`config.mk`:
```
export PLATFORM = sky130hd
export DESIGN_NAME = echo_app_flat
export DESIGN_NICKNAME = d
export VERILOG_FILES = /design/src/rtl/echo_app_if.sv /design/src/rtl/echo_app.sv /design/src/flat_wrapper.sv
export SDC_FILE = /design/constraint.sdc
export NUM_CORES = 1
export LEC_CHECK = 0
export BUFFER_PORTS_ARGS = -buffer_cell sky130_fd_sc_hd__buf_2
export CAP_MARGIN = 30
export CORE_ASPECT_RATIO = 1.1
export CORE_MARGIN = 2
export CORE_UTILIZATION = 50
export CTS_BUF_LIST = sky130_fd_sc_hd__clkbuf_16
export CTS_CLUSTER_DIAMETER = 50
export DETAILED_ROUTE_END_ITERATION = 8
export PLACE_DENSITY = 0.7
export SYNTH_ARGS = -nofsm -noshare
export SYNTH_HDL_FRONTEND = slang
export SYNTH_SLANG_ARGS = --single-unit
export TNS_END_PERCENT = 30
```
`constraint.sdc`:
```
create_clock -name clk_i -period 3.1 [get_ports clk_i]
set_clock_uncertainty 0.1 [all_clocks]
set_input_delay 0.62 -clock clk_i [delete_from_list [all_inputs] [get_ports clk_i]]
set_output_delay 0.62 -clock clk_i [all_outputs]
set_load 0.005 [all_outputs]
```
`src/rtl/echo_app_if.sv`:
```
// echo_app_if: OUT/IN byte streams and sleep flag between the USB side and echo_app.
interface echo_app_if;
  logic [7:0] out_data_i;
  logic out_valid_i;
  logic out_ready_o;
  logic [7:0] in_data_o;
  logic in_valid_o;
  logic in_ready_i;
  logic sleep_o;
  modport slave(input out_data_i, out_valid_i, in_ready_i, output out_ready_o, in_data_o, in_valid_o, sleep_o);
  modport master(output out_data_i, out_valid_i, in_ready_i, input out_ready_o, in_data_o, in_valid_o, sleep_o);
endinterface

```
`src/rtl/echo_app.sv`:
```
// echo_app: echoes host bytes back through a FIFO, optionally upper-casing, and flags long idle periods.
module echo_app #(
  parameter int FIFO_DEPTH = 16,
  parameter bit UPPERCASE = 1,
  parameter int SLEEP_CYCLES = 2000
) (
  input logic clk_i,
  input logic rst_i,
  echo_app_if.slave bus
);
  localparam int AW = $clog2(FIFO_DEPTH);
  localparam logic [19:0] SLP = 20'(SLEEP_CYCLES);
  typedef enum logic {ACTIVE, SLEEP} state_t;
  state_t state, state_nxt;
  logic [7:0] mem [FIFO_DEPTH];
  logic [AW:0] wr_ptr, rd_ptr, wr_nxt, rd_nxt, occ_nxt;
  logic [19:0] idle, idle_nxt;
  logic [7:0] din;
  logic push, pop, ready, nonempty, slp, lower;
  assign nonempty = wr_ptr != rd_ptr;
  assign push = bus.out_valid_i & ready;
  assign pop = nonempty & bus.in_ready_i;
  assign lower = bus.out_data_i >= 8'h61 && bus.out_data_i <= 8'h7A;
  assign din = (UPPERCASE && lower) ? bus.out_data_i - 8'h20 : bus.out_data_i;
  assign wr_nxt = wr_ptr + (AW+1)'(push);
  assign rd_nxt = rd_ptr + (AW+1)'(pop);
  // Occupancy of FIFO_DEPTH sets the top bit, which is exactly the full condition.
  assign occ_nxt = wr_nxt - rd_nxt;
  assign idle_nxt = (push | nonempty) ? '0 : (idle == SLP ? idle : idle + 20'd1);
  assign state_nxt = (state == ACTIVE) ? (idle_nxt == SLP ? SLEEP : ACTIVE) : ((push | nonempty) ? ACTIVE : SLEEP);
  assign bus.out_ready_o = ready;
  assign bus.in_valid_o = nonempty;
  assign bus.in_data_o = mem[rd_ptr[AW-1:0]];
  assign bus.sleep_o = slp;
  always_ff @(posedge clk_i) begin
    if (push) mem[wr_ptr[AW-1:0]] <= din;
  end
  always_ff @(posedge clk_i or posedge rst_i) begin
    if (rst_i) begin
      wr_ptr <= '0;
      rd_ptr <= '0;
      ready <= 1'b0;
      idle <= '0;
      state <= ACTIVE;
      slp <= 1'b0;
    end else begin
      wr_ptr <= wr_nxt;
      rd_ptr <= rd_nxt;
      ready <= ~occ_nxt[AW];
      idle <= idle_nxt;
      state <= state_nxt;
      slp <= state_nxt == SLEEP;
    end
  end
endmodule

```
`src/flat_wrapper.sv`:
```
// flat-port wrapper written by rule: the top's interface ports become plain ports
module echo_app_flat 
#(
  parameter int FIFO_DEPTH = 16,
  parameter bit UPPERCASE = 1,
  parameter int SLEEP_CYCLES = 2000
)
  (clk_i, rst_i, bus_out_data_i, bus_out_valid_i, bus_in_ready_i, bus_out_ready_o, bus_in_data_o, bus_in_valid_o, bus_sleep_o);
  echo_app_if bus_i ();
  input logic clk_i;
  input logic rst_i;
  input wire logic [$bits(bus_i.out_data_i)-1:0] bus_out_data_i;
  input wire logic [$bits(bus_i.out_valid_i)-1:0] bus_out_valid_i;
  input wire logic [$bits(bus_i.in_ready_i)-1:0] bus_in_ready_i;
  output wire logic [$bits(bus_i.out_ready_o)-1:0] bus_out_ready_o;
  output wire logic [$bits(bus_i.in_data_o)-1:0] bus_in_data_o;
  output wire logic [$bits(bus_i.in_valid_o)-1:0] bus_in_valid_o;
  output wire logic [$bits(bus_i.sleep_o)-1:0] bus_sleep_o;
  assign bus_i.out_data_i = bus_out_data_i;
  assign bus_i.out_valid_i = bus_out_valid_i;
  assign bus_i.in_ready_i = bus_in_ready_i;
  assign bus_out_ready_o = bus_i.out_ready_o;
  assign bus_in_data_o = bus_i.in_data_o;
  assign bus_in_valid_o = bus_i.in_valid_o;
  assign bus_sleep_o = bus_i.sleep_o;
  echo_app #(.FIFO_DEPTH(FIFO_DEPTH), .UPPERCASE(UPPERCASE), .SLEEP_CYCLES(SLEEP_CYCLES)) u_core (.clk_i(clk_i), .rst_i(rst_i), .bus(bus_i));
endmodule
```
==> qor_table.md <==
| Item | Reported |
|:---|:---|
| Vias post-DR | 3819 |
| Instance count of the mapped netlist | 412 |
| Die height | 127 um |
| Sum of negative setup slack | 0 ps |
| Starting density of the core | 0.516 |
| Part of the total power dissipated in the clock network | 0.304 |
| Most common library cell in the layout ignoring fill and taps | sky130_fd_sc_hd__edfxtp_1 |
| Final wirelength | 14200 um |
| Sequential Power Share | 0.400 |
| Peak ir drop on the vdd network | 0.000371 V |
| Number of fillers in the final layout | 974 |
| Standby leakage power | 2.79 nW |
| Layout overhead on the synthesized area | 16.0% |
| Upper clock frequency limit | 330 MHz |
| Cell area after synthesis | 6850 um2 |
| Post-route fraction of the period consumed by the critical path | 0.976 |
| Cell area after placement | 7340 um2 |
| Average vias per placed instance | 5.76 |
| Design Area, Final | 7940 um2 |
| Root Buffer | sky130_fd_sc_hd__clkbuf_16 |
| Number of hold violations in the final report | 0 |
| Deepest clock path buffer count | 2 |
| Max Fanout on Critical Path | 17 |
| Number of setup buffers added after CTS | 0 |
| Psw | 0.00197 W |
| Placer's final routability congestion estimate | 0.842 |
| CP Data Arrival Time | 2310 ps |
| Area contributors post-synth | sky130_fd_sc_hd__edfxtp_1 56%, sky130_fd_sc_hd__mux4_2 13%, sky130_fd_sc_hd__dfrtp_1 12% |
| Setup crit start | u_core.rd_ptr[0]$_DFF_PP0_ |
| Post-Synthesis Mean Instance Area | 16.6 um2 |
| Overflow left after global routing | 0 |
| TritonCTS clock tree | yes |
| Cells on worst reg2reg path | 12 |
| Layout cells sized above 1 | 0.276 |
| Number of enable-type register cells in the synthesized netlist | 128 |
| Leading cell types in the layout, fill and taps excluded | 128 x sky130_fd_sc_hd__edfxtp_1, 40 x sky130_fd_sc_hd__mux4_2, 36 x sky130_fd_sc_hd__nor2_1 |
| Post-layout nets | 488 |
| Initial detailed-routing violation count | 280 |
| HPWL after detailed placement | 8960 um |
| Share of flip-flops with an asynchronous set or reset | 0.200 |
| Clock latency reported for the late side of the worst-skew pair | 430 ps |
| Result of the run | complete, no violations |
| Portion of synthesized cell area occupied by the leading cell type | 0.562 |
| Slew of the pin with the lowest slew margin | 891 ps |
| Area of the core region | 13300 um2 |
| Post-synthesis sequential area ratio | 0.678 |
| Worst Setup End Kind | output pin |
| Detailed-routing iteration count for the pre-antenna-repair pass | 5 |
| Yosys warning total | 0 |
| Number of global-route vias before repair | 3853 |
| Routed wire per std cell | 21.3 um |
| Type of the worst setup path | reg2out |
| Destination of the worst register-to-register timing path | u_core.bus.out_ready_o$_DFF_PP0_ |
| Detail Route Antenna Nets | 0 |
| Die span in x | 116 um |
| Wire length of the first global-routing pass | 21900 um |
| Switching fraction of total power | 0.303 |
| Required time at the endpoint of the critical path | 2380 ps |
| Total track usage | 0.209 |
| Slew margin rel. | 0.404 |
| Slew Viols, Final | 0 |
| Register bit count reported by yosys | 160 |
| I/O pin cnt | 23 |
| Combinational share of power | 0.295 |
| Clock edge transition at the registers on the reported setup and hold paths | 60 ps |
| End of the critical path | bus_in_data_o[7] |
| Pwr dens | 818 nW/um2 |
| Initial antenna violation count | 0 |
| Sort of element at the start of the critical path | flip-flop |
| Final setup fails | 0 |
| Class of the worst hold path | in2async |
| Start of the worst register-to-register path | u_core.rd_ptr[0]$_DFF_PP0_ |
| Number of clock sinks | 160 |
| Number of levels in the clock H-tree | 4 |
| R2R setup slack | 250 ps |
| Antenna fix cells | 0 |
| Library cell occupying the most area in the post-synthesis netlist | sky130_fd_sc_hd__edfxtp_1 |
| Number of library cell types mapped by synthesis | 47 |
| Total number of placement rows | 44 |
| Fin crit period | 3030 ps |
| Total clock buffers created by CTS | 17 |
| Largest net degree at the start of global routing | 35 |
| Drc violations | 0 |
| Die ar. | 14600 um2 |
| Net count of the mapped netlist | 434 |
| Cell Int Power | 0.00453 W |
| Buffers added on ports | 22 |
| Most common flop cell mapped by yosys | sky130_fd_sc_hd__edfxtp_1 |
| Unrepaired setup endpoints after global routing | no |
| Max-cap viol count | 0 |
[per-stage QoR]
stage | power [W] | cells | worst slack (ps) | hold slack, ps | util
after floorplan | 0.00394 | 412 | 306 | 390 | -
final | 0.00650 | 663 | 73.7 | 164 | 0.598
after global routing | 0.00681 | 663 | 9.37 | 198 | 0.598
after detailed placement | 0.00454 | 630 | 331 | 426 | 0.553
after CTS | 0.00651 | 662 | 11.3 | 165 | 0.596
after global placement | 0.00451 | 630 | 386 | 430 | 0.553
[per-layer routing]
| layer | up-vias | GRT usage | share of wire |
|---|---|---|---|
| met5 | - | 0 | 0 |
| met4 | 0 | 0.0773 | 0.021 |
| met3 | 27 | 0.0530 | 0.057 |
| met2 | 122 | 0.324 | 0.50 |
| met1 | 1946 | 0.289 | 0.42 |
| li1 | 1724 | - | - |
[power by group through the flow]
| stage | logic [W] | registers, W | clock network (W) |
|---|---|---|---|
| after CTS | 0.00191 | 0.00259 | 0.00201 |
| after global placement | 0.00188 | 0.00262 | 0 |
| final | 0.00192 | 0.00260 | 0.00198 |
| after global routing | 0.00209 | 0.00262 | 0.00210 |
| after floorplan | 0.00134 | 0.00259 | 0 |
| after detailed placement | 0.00190 | 0.00264 | 0 |
[state kept, by name, summed over array words and instances, names as in the netlist]
name,cells
u_core.bus.sleep_o,1
u_core.wr_ptr,5
u_core.idle,20
u_core.bus.out_ready_o,1
u_core.rd_ptr,5
u_core.mem,128
[worst min path at each step]
stage,cells after the start,end,from
2_1_floorplan,1,u_core.wr_ptr[0]$_DFF_PP0_,u_core.wr_ptr[0]$_DFF_PP0_
3_3_place_gp,1,u_core.rd_ptr[4]$_DFF_PP0_,u_core.rd_ptr[4]$_DFF_PP0_
3_5_place_dp,1,u_core.wr_ptr[4]$_DFF_PP0_,u_core.wr_ptr[4]$_DFF_PP0_
4_1_cts,3,u_core.wr_ptr[2]$_DFF_PP0_,rst_i
5_1_grt,3,u_core.bus.out_ready_o$_DFF_PP0_,rst_i
6_report,3,u_core.rd_ptr[2]$_DFF_PP0_,rst_i
[cells in the mapped netlist (all sizes together) (3+ instances only)]
cell type and n:
clkbuf 11, buf 8, inv 13, nor2 36, xor2 17, nand3 15, a21o 3, xnor2 13
nand2b 3, nor3 10, nor4 5, dfrtp 32, edfxtp 128, a21oi 7, ha 10, mux4 40
nand4 8, nand2 17, and2 3, or4 3
[cell type report]
type                            instances  area (um2)  area share
Clock buffer                           17         425      0.0536
Inverter                               13        48.8     0.00615
Clock inverter                         15         141      0.0178
Multi-Input combinational cell        220        2060       0.260
Timing Repair Buffer                   54         384      0.0484
Sequential cell                       160        4650       0.585
Tap cell                              184         230      0.0290
[critical path, cell delays in order (launching register included)]
cell                      delay, ps
sky130_fd_sc_hd__dfrtp_2        450
sky130_fd_sc_hd__buf_12         210
sky130_fd_sc_hd__mux4_2         550
sky130_fd_sc_hd__mux4_2         500
sky130_fd_sc_hd__buf_2          150
[logic make-up (layout without fill, tap and decap cells)]
| logic type | Yosys count | after routing | synth area share |
|---|---|---|---|
| AOI/OAI and AO/OA | 29 | 29 | 0.0318 |
| DFF | 160 | 160 | 0.678 |
| buffers and inverters | 32 | 99 | 0.0201 |
| muxes | 40 | 40 | 0.132 |
| adders and majority gates | 10 | 10 | 0.0183 |
| and+or+nand+nor | 111 | 111 | 0.0813 |
| xor gates and xnor gates | 30 | 30 | 0.0384 |
[timing repair]
action,CTS,global route
setup endpoints to repair,0,7
hold buffers,0,0
endpoints found under the hold margin,0,0
resized for setup,0,1
No activity file was read; power rests on OpenSTA's default activity.
